--- config.mk ---
export PLATFORM = sky130hd
export DESIGN_NAME = tick_mod_cnt
export DESIGN_NICKNAME = d
export VERILOG_FILES = /design/src/rtl/cnt_pkg.sv /design/src/rtl/tick_gen.sv /design/src/rtl/tick_mod_cnt.sv
export SDC_FILE = /design/constraint.sdc
export NUM_CORES = 1
export LEC_CHECK = 0
export ABC_AREA = 1
export BUFFER_PORTS_ARGS = -buffer_cell sky130_fd_sc_hd__buf_2
export CORE_MARGIN = 1
export CORE_UTILIZATION = 32
export CTS_CLUSTER_DIAMETER = 100
export DETAILED_ROUTE_END_ITERATION = 8
export GPL_ROUTABILITY_DRIVEN = 0
export GPL_TIMING_DRIVEN = 0
export PLACE_DENSITY_LB_ADDON = 0.2
export REMOVE_ABC_BUFFERS = 1
export SYNTH_ARGS = -nofsm -noshare
export SYNTH_HDL_FRONTEND = slang
export SYNTH_HIERARCHICAL = 1
export SYNTH_SLANG_ARGS = --single-unit
--- constraint.sdc ---
create_clock -name clk -period 5 [get_ports clk]
set_input_delay 0.5 -clock clk [delete_from_list [all_inputs] [get_ports clk]]
set_output_delay 0.5 -clock clk [all_outputs]
set_load 0.02 [all_outputs]
--- src/rtl/cnt_pkg.sv ---
// cnt_pkg: shared constants and helpers for the tick_mod_cnt family.
//   DIV_W_DEF            default width of the tick divider and its period input
//   CLK_HZ               system clock frequency used to derive tick periods
//   SEC_MOD/MIN_MOD/HOUR_MOD  standard moduli for chained time bases
//   clamp_val()          saturates a load value to the top of the count range
package cnt_pkg;

  localparam int DIV_W_DEF = 32;
  localparam int CLK_HZ    = 50_000_000;
  localparam int SEC_MOD   = 60;
  localparam int MIN_MOD   = 60;
  localparam int HOUR_MOD  = 24;

  // Largest legal count for a modulus is modulus-1; anything above saturates there.
  function automatic int unsigned clamp_val(input int unsigned val,
                                            input int unsigned modulus);
    return (val > modulus - 1) ? modulus - 1 : val;
  endfunction

endpackage

--- src/rtl/tick_gen.sv ---
// tick_gen: programmable divider producing a combinational terminal-count enable.
//   clk    system clock, rising edge
//   rst_n  asynchronous active-low reset
//   en     enable; low freezes the divider and suppresses tc
//   sclr   synchronous clear of the divider count
//   num    cycles per terminal count (0 and 1 both give a tc every enabled cycle)
//   tc     terminal count, high for one enabled cycle per period
module tick_gen #(
  parameter int DIV_W = 32
) (
  input  logic             clk,
  input  logic             rst_n,
  input  logic             en,
  input  logic             sclr,
  input  logic [DIV_W-1:0] num,
  output logic             tc
);

  logic [DIV_W-1:0] cnt_q;
  logic [DIV_W-1:0] cnt_d;
  logic [DIV_W-1:0] last_cnt;

  always_comb begin
    last_cnt = (num == '0) ? '0 : num - DIV_W'(1);
    // >= rather than == so shrinking num below the running count wraps
    // immediately instead of running all the way around the counter.
    tc    = en && (cnt_q >= last_cnt);
    cnt_d = cnt_q;
    if (sclr || tc) begin
      cnt_d = '0;
    end else if (en) begin
      cnt_d = cnt_q + DIV_W'(1);
    end
  end

  always_ff @(posedge clk or negedge rst_n) begin
    if (!rst_n) begin
      cnt_q <= '0;
    end else begin
      cnt_q <= cnt_d;
    end
  end

endmodule

--- src/rtl/tick_mod_cnt.sv ---
// tick_mod_cnt: modulo-MOD up/down counter advanced by an internal tick divider.
//   clk       system clock, rising edge
//   rst_n     asynchronous active-low reset
//   num       clk cycles per tick
//   en        global enable (freezes divider and counter when low)
//   up_dn     1 = count up, 0 = count down
//   clr       synchronous clear of count, carry and divider
//   load      synchronous load of load_val (clamped to MOD-1)
//   load_val  value to load
//   out       current count, 0..MOD-1
//   tick      registered pulse one cycle after each divider terminal count
//   carry     registered pulse on wrap (up MOD-1->0, down 0->MOD-1)
//   out_bcd   {tens, ones} of out; present only when TICK_MOD_CNT_BCD_EN is defined
module tick_mod_cnt
  import cnt_pkg::*;
#(
  parameter int WIDTH = 6,
  parameter int MOD   = 60,
  parameter int DIV_W = DIV_W_DEF
) (
  input  logic             clk,
  input  logic             rst_n,
  input  logic [DIV_W-1:0] num,
  input  logic             en,
  input  logic             up_dn,
  input  logic             clr,
  input  logic             load,
  input  logic [WIDTH-1:0] load_val,
  output logic [WIDTH-1:0] out,
  output logic             tick,
  output logic             carry
`ifdef TICK_MOD_CNT_BCD_EN
  ,
  output logic [7:0]       out_bcd
`endif
);

  if ((MOD < 2) || (64'(MOD) > (64'(1) << WIDTH))) begin : g_mod_range_err
    $error("tick_mod_cnt: MOD must satisfy 2 <= MOD <= 2**WIDTH");
  end

  localparam logic [WIDTH-1:0] MAX_VAL = WIDTH'(MOD - 1);

  logic             tc;
  logic [WIDTH-1:0] out_q, out_d;
  logic             tick_q;
  logic             carry_q, carry_d;

  tick_gen #(
    .DIV_W(DIV_W)
  ) u_tick_gen (
    .clk  (clk),
    .rst_n(rst_n),
    .en   (en),
    .sclr (clr),
    .num  (num),
    .tc   (tc)
  );

  always_comb begin
    out_d   = out_q;
    carry_d = 1'b0;
    if (clr) begin
      out_d = '0;
    end else if (load) begin
      // A coincident tc is swallowed by the load: no count step this cycle.
      out_d = WIDTH'(clamp_val(32'(load_val), MOD));
    end else if (tc) begin
      if (up_dn) begin
        // >= also steers any out-of-range value back to 0.
        if (out_q >= MAX_VAL) begin
          out_d   = '0;
          carry_d = 1'b1;
        end else begin
          out_d = out_q + WIDTH'(1);
        end
      end else begin
        if (out_q == '0) begin
          out_d   = MAX_VAL;
          carry_d = 1'b1;
        end else if (out_q > MAX_VAL) begin
          out_d = MAX_VAL;
        end else begin
          out_d = out_q - WIDTH'(1);
        end
      end
    end
  end

  always_ff @(posedge clk or negedge rst_n) begin
    if (!rst_n) begin
      out_q   <= '0;
      tick_q  <= 1'b0;
      carry_q <= 1'b0;
    end else begin
      out_q   <= out_d;
      tick_q  <= tc;
      carry_q <= carry_d;
    end
  end

  assign out   = out_q;
  assign tick  = tick_q;
  assign carry = carry_q;

`ifdef TICK_MOD_CNT_BCD_EN
  if (MOD > 100) begin : g_bcd_mod_err
    $error("tick_mod_cnt: BCD output requires MOD <= 100");
  end

  logic [7:0] bin_d;
  logic [7:0] bcd_d;
  logic [7:0] bcd_q;

  // Derived from out_d so the BCD view changes on the same edge as out.
  always_comb begin
    bin_d = 8'(out_d);
    bcd_d = {4'(bin_d / 8'd10), 4'(bin_d % 8'd10)};
  end

  always_ff @(posedge clk or negedge rst_n) begin
    if (!rst_n) begin
      bcd_q <= 8'h00;
    end else begin
      bcd_q <= bcd_d;
    end
  end

  assign out_bcd = bcd_q;
`endif

endmodule

After elaboration in Yosys (flattened, before gate mapping):

Index checks and enable logic that the tools add are counted.

* $lt $le $gt $ge: 4
* muxes and demuxes: 17
* $add $sub $neg: 4
* reductions and logical operators: 6

Operator list (count)
* $mux W32: 3
* $mux W6: 8
* $add A32 B1 Y32 const B: 1
* $ge A32 B32 Y1: 1
* $logic_not A32 Y1: 1
* $sub A32 B1 Y32 const B: 1
* $gt A6 B6 Y1 const B: 2
* $add A6 B1 Y6 const B: 1
* $ge A6 B6 Y1 const B: 1
* $logic_not A6 Y1: 1
* $mux W1: 6
* $sub A6 B1 Y6 const B: 1
* $reduce_bool A3 Y1: 1
* $reduce_bool A2 Y1: 1
* $logic_and A1 B1 Y1: 1
* $logic_or A1 B1 Y1: 1

* input port bits: 44
* word-level logic and storage cells: 35
* bits in registers: 40
* output and inout bits: 8

Logic depth before layout (Yosys ltp):

* depth in word-level cells: 7
* gate-level depth with buffers: 30
* depth with buffers taken out: 29

Hierarchy:

Netlist, hierarchy kept.

Modules (own cells, without submodules)
* tick_gen: area an instance 3583.4 um^2, sequential area each 800.8 um^2, times used 1, cells each 549
* tick_mod_cnt: area an instance 780.7 um^2, sequential area each 200.2 um^2, times used 1, cells each 126

Least setup slack after synthesis:

No wires, ideal clock.

* path kind: input to register
* from: input port num[0]
* to: register out_q[0] (netlist: out[0])
* setup time: 65 ps
* data arrival time: 3170 ps
* path buffers: 1
* required time: 4935 ps
* setup slack: 1764 ps
* cell stages on the path: 27
* cell sequence: inv_1 ha_1 nand2_1 inv_1 nand2_1 inv_1 nand4_2 nor2_4 a21oi_1 nand3b_1 ha_1 nand2_1 nor2_1 nand4_1 a21oi_1 nor2_1 nand2_1 nand2_1 inv_1 inv_1 nand2_1 inv_2 or2_1 buf_6 a21oi_2 nand2_1 nand2_1

* word-level cells in the longest chain between the ends: 5
* elaborated cells between the ends (all ways): 6
* those cells by class: 1 x add/sub; 1 x order compare; 1 x mux; 3 x reduce/logical

Ends and longest elaborated chain
* start: declaration: line tick_mod_cnt.sv:23 `input logic [DIV_W-1:0] num,`
* $sub A32 B1 Y32 / $logic_not A32 Y1 (equally long branches): line tick_gen.sv:24 `last_cnt = (num == '0) ? '0 : num - DIV_W'(1);`
* $mux W32 *: line tick_gen.sv:24
* $ge A32 B32 Y1 *: line tick_gen.sv:27 `tc = en && (cnt_q >= last_cnt);`
* $logic_and A1 B1 Y1 *: line tick_gen.sv:27
* via tc: line tick_mod_cnt.sv:44 `logic tc;`
* $reduce_bool A3 Y1 (no line) *
* end signal: assignment: line tick_mod_cnt.sv:96 `out_q <= out_d;`
* end: declaration: line tick_mod_cnt.sv:45 `logic [WIDTH-1:0] out_q, out_d;`

Mark *: on every way through the listed nets, which the timed path passes. The rest lies on a longest branch.
A chain may end at the register's enable or synchronous reset.

Worst setup path after layout:

* from: input port num[13]
* to: register u_tick_gen.cnt_q[30]

* word-level cells in the longest chain between the ends: 6
* elaborated cells between the ends (all ways): 8
* those cells by class: 1 x add/sub; 1 x order compare; 2 x mux; 4 x reduce/logical

Ends and longest elaborated chain
* $sub A32 B1 Y32 / $logic_not A32 Y1 (equally long branches): line tick_gen.sv:24
* $mux W32 *: line tick_gen.sv:24
* $ge A32 B32 Y1 *: line tick_gen.sv:27
* $logic_and A1 B1 Y1 *: line tick_gen.sv:27
* $logic_or A1 B1 Y1 *: line tick_gen.sv:29 `if (sclr || tc) begin`
* $mux W32 / $reduce_bool A2 Y1 (equally long branches)
* end signal: assignment: line tick_gen.sv:40 `cnt_q <= cnt_d;`
* end: declaration: line tick_gen.sv:19 `logic [DIV_W-1:0] cnt_q;`

Mark *: on every way between the ends. The rest lies on a longest branch, timed or not.

==> results.md <==
* Drt wl/cell at 12.25 µm
* Via density per instance at 4.732
* Nets at 804
* Pin count of the biggest net entering global routing at 41
* Htree depth at 2
* Commonest cells after routing, fill and taps aside: 183 x nand2_1, 115 x nor2_1, 83 x inv_1
* Synthesized area at 4364 µm²
* Endpoints failing hold at 0
* Sequential-to-total area share from yosys stat at 22.94%
* CP required at 5.12 ns
* Synthesized flop and latch total at 40
* CTS Sinks at 40
* Final min period at 4.098 ns
* Post_cts resized at 0
* Antenna violation net count after detailed routing at 0
* Critical Path Start Type: input pin
* Unrepaired setup endpoints after global routing: false
* Post-synth EDFFs at 0
* DP Area at 4762 µm²
* First-pass GRT wire length at 18900 µm
* HPWL after DPL at 8835 µm
* Fin cells at 900
* CP startpoint: num[13]
* I/O Pins at 52
* Avg Inst Size Synth at 6.465 µm²
* Post-synth ARST share at 100.0%
* Leakage Power at 2.537 nW
* Initial Utilization at 32.83%
* CTS root buf: clkbuf_16
* Warnings from Yosys at 6
* Finished Cell Area at 4945 µm²
* Port bufs at 51
* P&R area growth vs syn at 13.30%
* # setup viols final at 0
* Critical path class: input pin to flip-flop
* Share of layout cells above drive strength 1 at 15.61%
* DR vias at 4259
* Status: completed
* WL met2 at 5026 µm
* Rel. slew slack at 24.68%
* CP Cell Sequence: buf_2, inv_1, nand2_1, nor2_1, nand2_1, nor2_1, nand4_1, nand3b_1, ha_1, nand2_1, nor2_1, nand4_1, a21oi_1, nor2_1, nand2_1, nand2_1, nand2_1, nor2_1
* Met1 WL at 5404 µm
* Buf/Inv on CP at 2
* CTS Buf Count at 5
* Most common cell after layout, fill and taps aside: nand2_1
* Antenna Cells at 0
* Setup bufs post-CTS at 0
* Crit path DAT at 4.22 ns
* Hold buffers post-CTS at 0
* Hold crit path type: input pin to async pin
* Total gr overflow at 0
* Number of max-cap violations at 0
* Residual DRC count at 0
* Clock buffer depth at 2
* Clock tree from TritonCTS: built
* Worst r2r src: u_tick_gen/cnt_q[15]
* Fin Clk Skew at 0.003394 ns
* Top layer in use: met4
* Clock Latency Late Sink at 0.28 ns
* Total chip power at 0.0009201 W
* Power per cell area at 186.1 nW/µm²
* Synthesized instance count at 675
* Number of global-route vias before repair at 4097
* Slew of the pin with the lowest slew margin at 1.127 ns
* Largest stage delay, worst path at 0.83 ns
* Placed insts at 892
* Cell variety after synth at 40
* Worst vdd ir at 0.1147 mV
* Die area at 14110 µm²
* Pins over their slew limit at 0
* Rows at 42
* Critical path's slowest cell: nand2_1
* Setup TNS at 0 ns
* Wire length on met3 at 451 µm
* Die W at 118.8 µm
* Crit end category: flip-flop
* Final worst-path cycle share at 81.95%
* Drt initial violations at 247
* Top Family by Delay on Critical Path: simple AND/OR/NAND/NOR gates
* CTS clk-pin slew, worst paths at 0.06 ns
* Initial antenna violation count at 0
* Crit-path max FO at 31
* GRT Total Usage at 16.51%
* Most common cell on crit path: nand2_1
* Top achievable clock speed at 244.0 MHz
* Core area at 13300 µm²
* Die height at 118.8 µm
* Pre-antenna DRT Iters at 5
* Synth Flop Type: dfrtp_1
* DRT Wirelength at 11020 µm
Yosys cell counts (5+ instances only):
cell        n  area [µm²]
o21ai_0    10       50.05
ha_1       37       462.9
nand3b_1    5       37.54
nor2_1    115       431.7
inv_1      83       311.6
nand3_1    44       220.2
a21oi_1    13       65.06
nor3_1     10       50.05
nand2_2     9       56.30
inv_2       6       22.52
a21o_1      5       37.54
nor2_2      8       50.05
xnor2_1     8       70.07
xor2_1     22       192.7
nand2_1   183       686.9
nand4_1    25       156.4
nor2_4     13       146.4
or2_2       7       43.79
dfrtp_1    40        1001
where the power goes:
group | internal [W] | switching [W] | total, W
Clock | 0.000263 | 0.000124 | 0.000387
Combinational | 0.0000668 | 0.000114 | 0.000181
Sequential | 0.000331 | 0.0000216 | 0.000352
Total | 0.000660 | 0.000260 | 0.000920
per-layer routing:
layer | up-vias | GRT usage (%)
met5 | - | 0
met4 | 0 | 3.956
met3 | 12 | 1.786
met2 | 101 | 27.92
met1 | 1907 | 22.36
li1 | 2239 | -
area by class of cell:
| class | count | area, µm² |
|---|---|---|
| clock inverters | 1 | 30.03 |
| repair buffers | 51 | 255.2 |
| clock buffers | 7 | 152.6 |
| multi-input cells | 536 | 2952 |
| well taps | 176 | 220.2 |
| fillers | 1459 | 8351 |
| inverters | 89 | 334.1 |
| flip-flops and latches | 40 | 1001 |
flip-flops by register name (all words and copies together) (netlist names):
register	cells
out	6
tick	1
carry	1
u_tick_gen/cnt_q	32
worst reg2reg max path, stage by stage, from the launching register on:
cell and delay [ns]:
dfrtp_1 0.43, ha_1 0.32, nand2_1 0.07, nor2_1 0.15, nand2_1 0.09, nor2_1 0.10
nor2_1 0.05, nand2_1 0.07, nand2_1 0.05, nand2_1 0.08, nand2_1 0.09, nand2_1 0.83
nor2_1 0.12
stage by stage:
| step | hold WS (ns) | utilization, % | setup slack, ns |
|---|---|---|---|
| after floorplan | 0.2044 | - | 1.775 |
| after detailed placement | 0.5765 | 35.82 | 0.5564 |
| after CTS | 0.3911 | 37.19 | 0.8491 |
| after global routing | 0.4271 | 37.19 | 0.3270 |
| after global placement | 0.5735 | 35.82 | 0.5812 |
| final | 0.3459 | 37.19 | 0.9023 |
final timing paths:
| kind | end | cells past startpoint | slack, ns |
|---|---|---|---|
| max in group asynchronous | carry | 1 | 4.09 |
| min in group clk | carry | 2 | 0.48 |
| worst max-delay path | u_tick_gen/cnt_q[30] | 18 | 0.90 |
| worst min-delay path | u_tick_gen/cnt_q[29] | 1 | 0.35 |
| worst min register to register | u_tick_gen/cnt_q[30] | 2 | 0.60 |
| worst max register to register | u_tick_gen/cnt_q[30] | 12 | 2.39 |
cell families after synthesis:
logic type | count (synthesis) | synth area share [%]
AO/OA/AOI/OAI | 40 | 5.620
XOR/XNOR | 30 | 6.021
adder cells (fa/ha/maj) | 37 | 10.61
buffers and inverters | 99 | 9.432
flip-flops | 40 | 22.94
AND/OR/NAND/NOR | 429 | 45.38
Power figures use the tool's default switching activity.
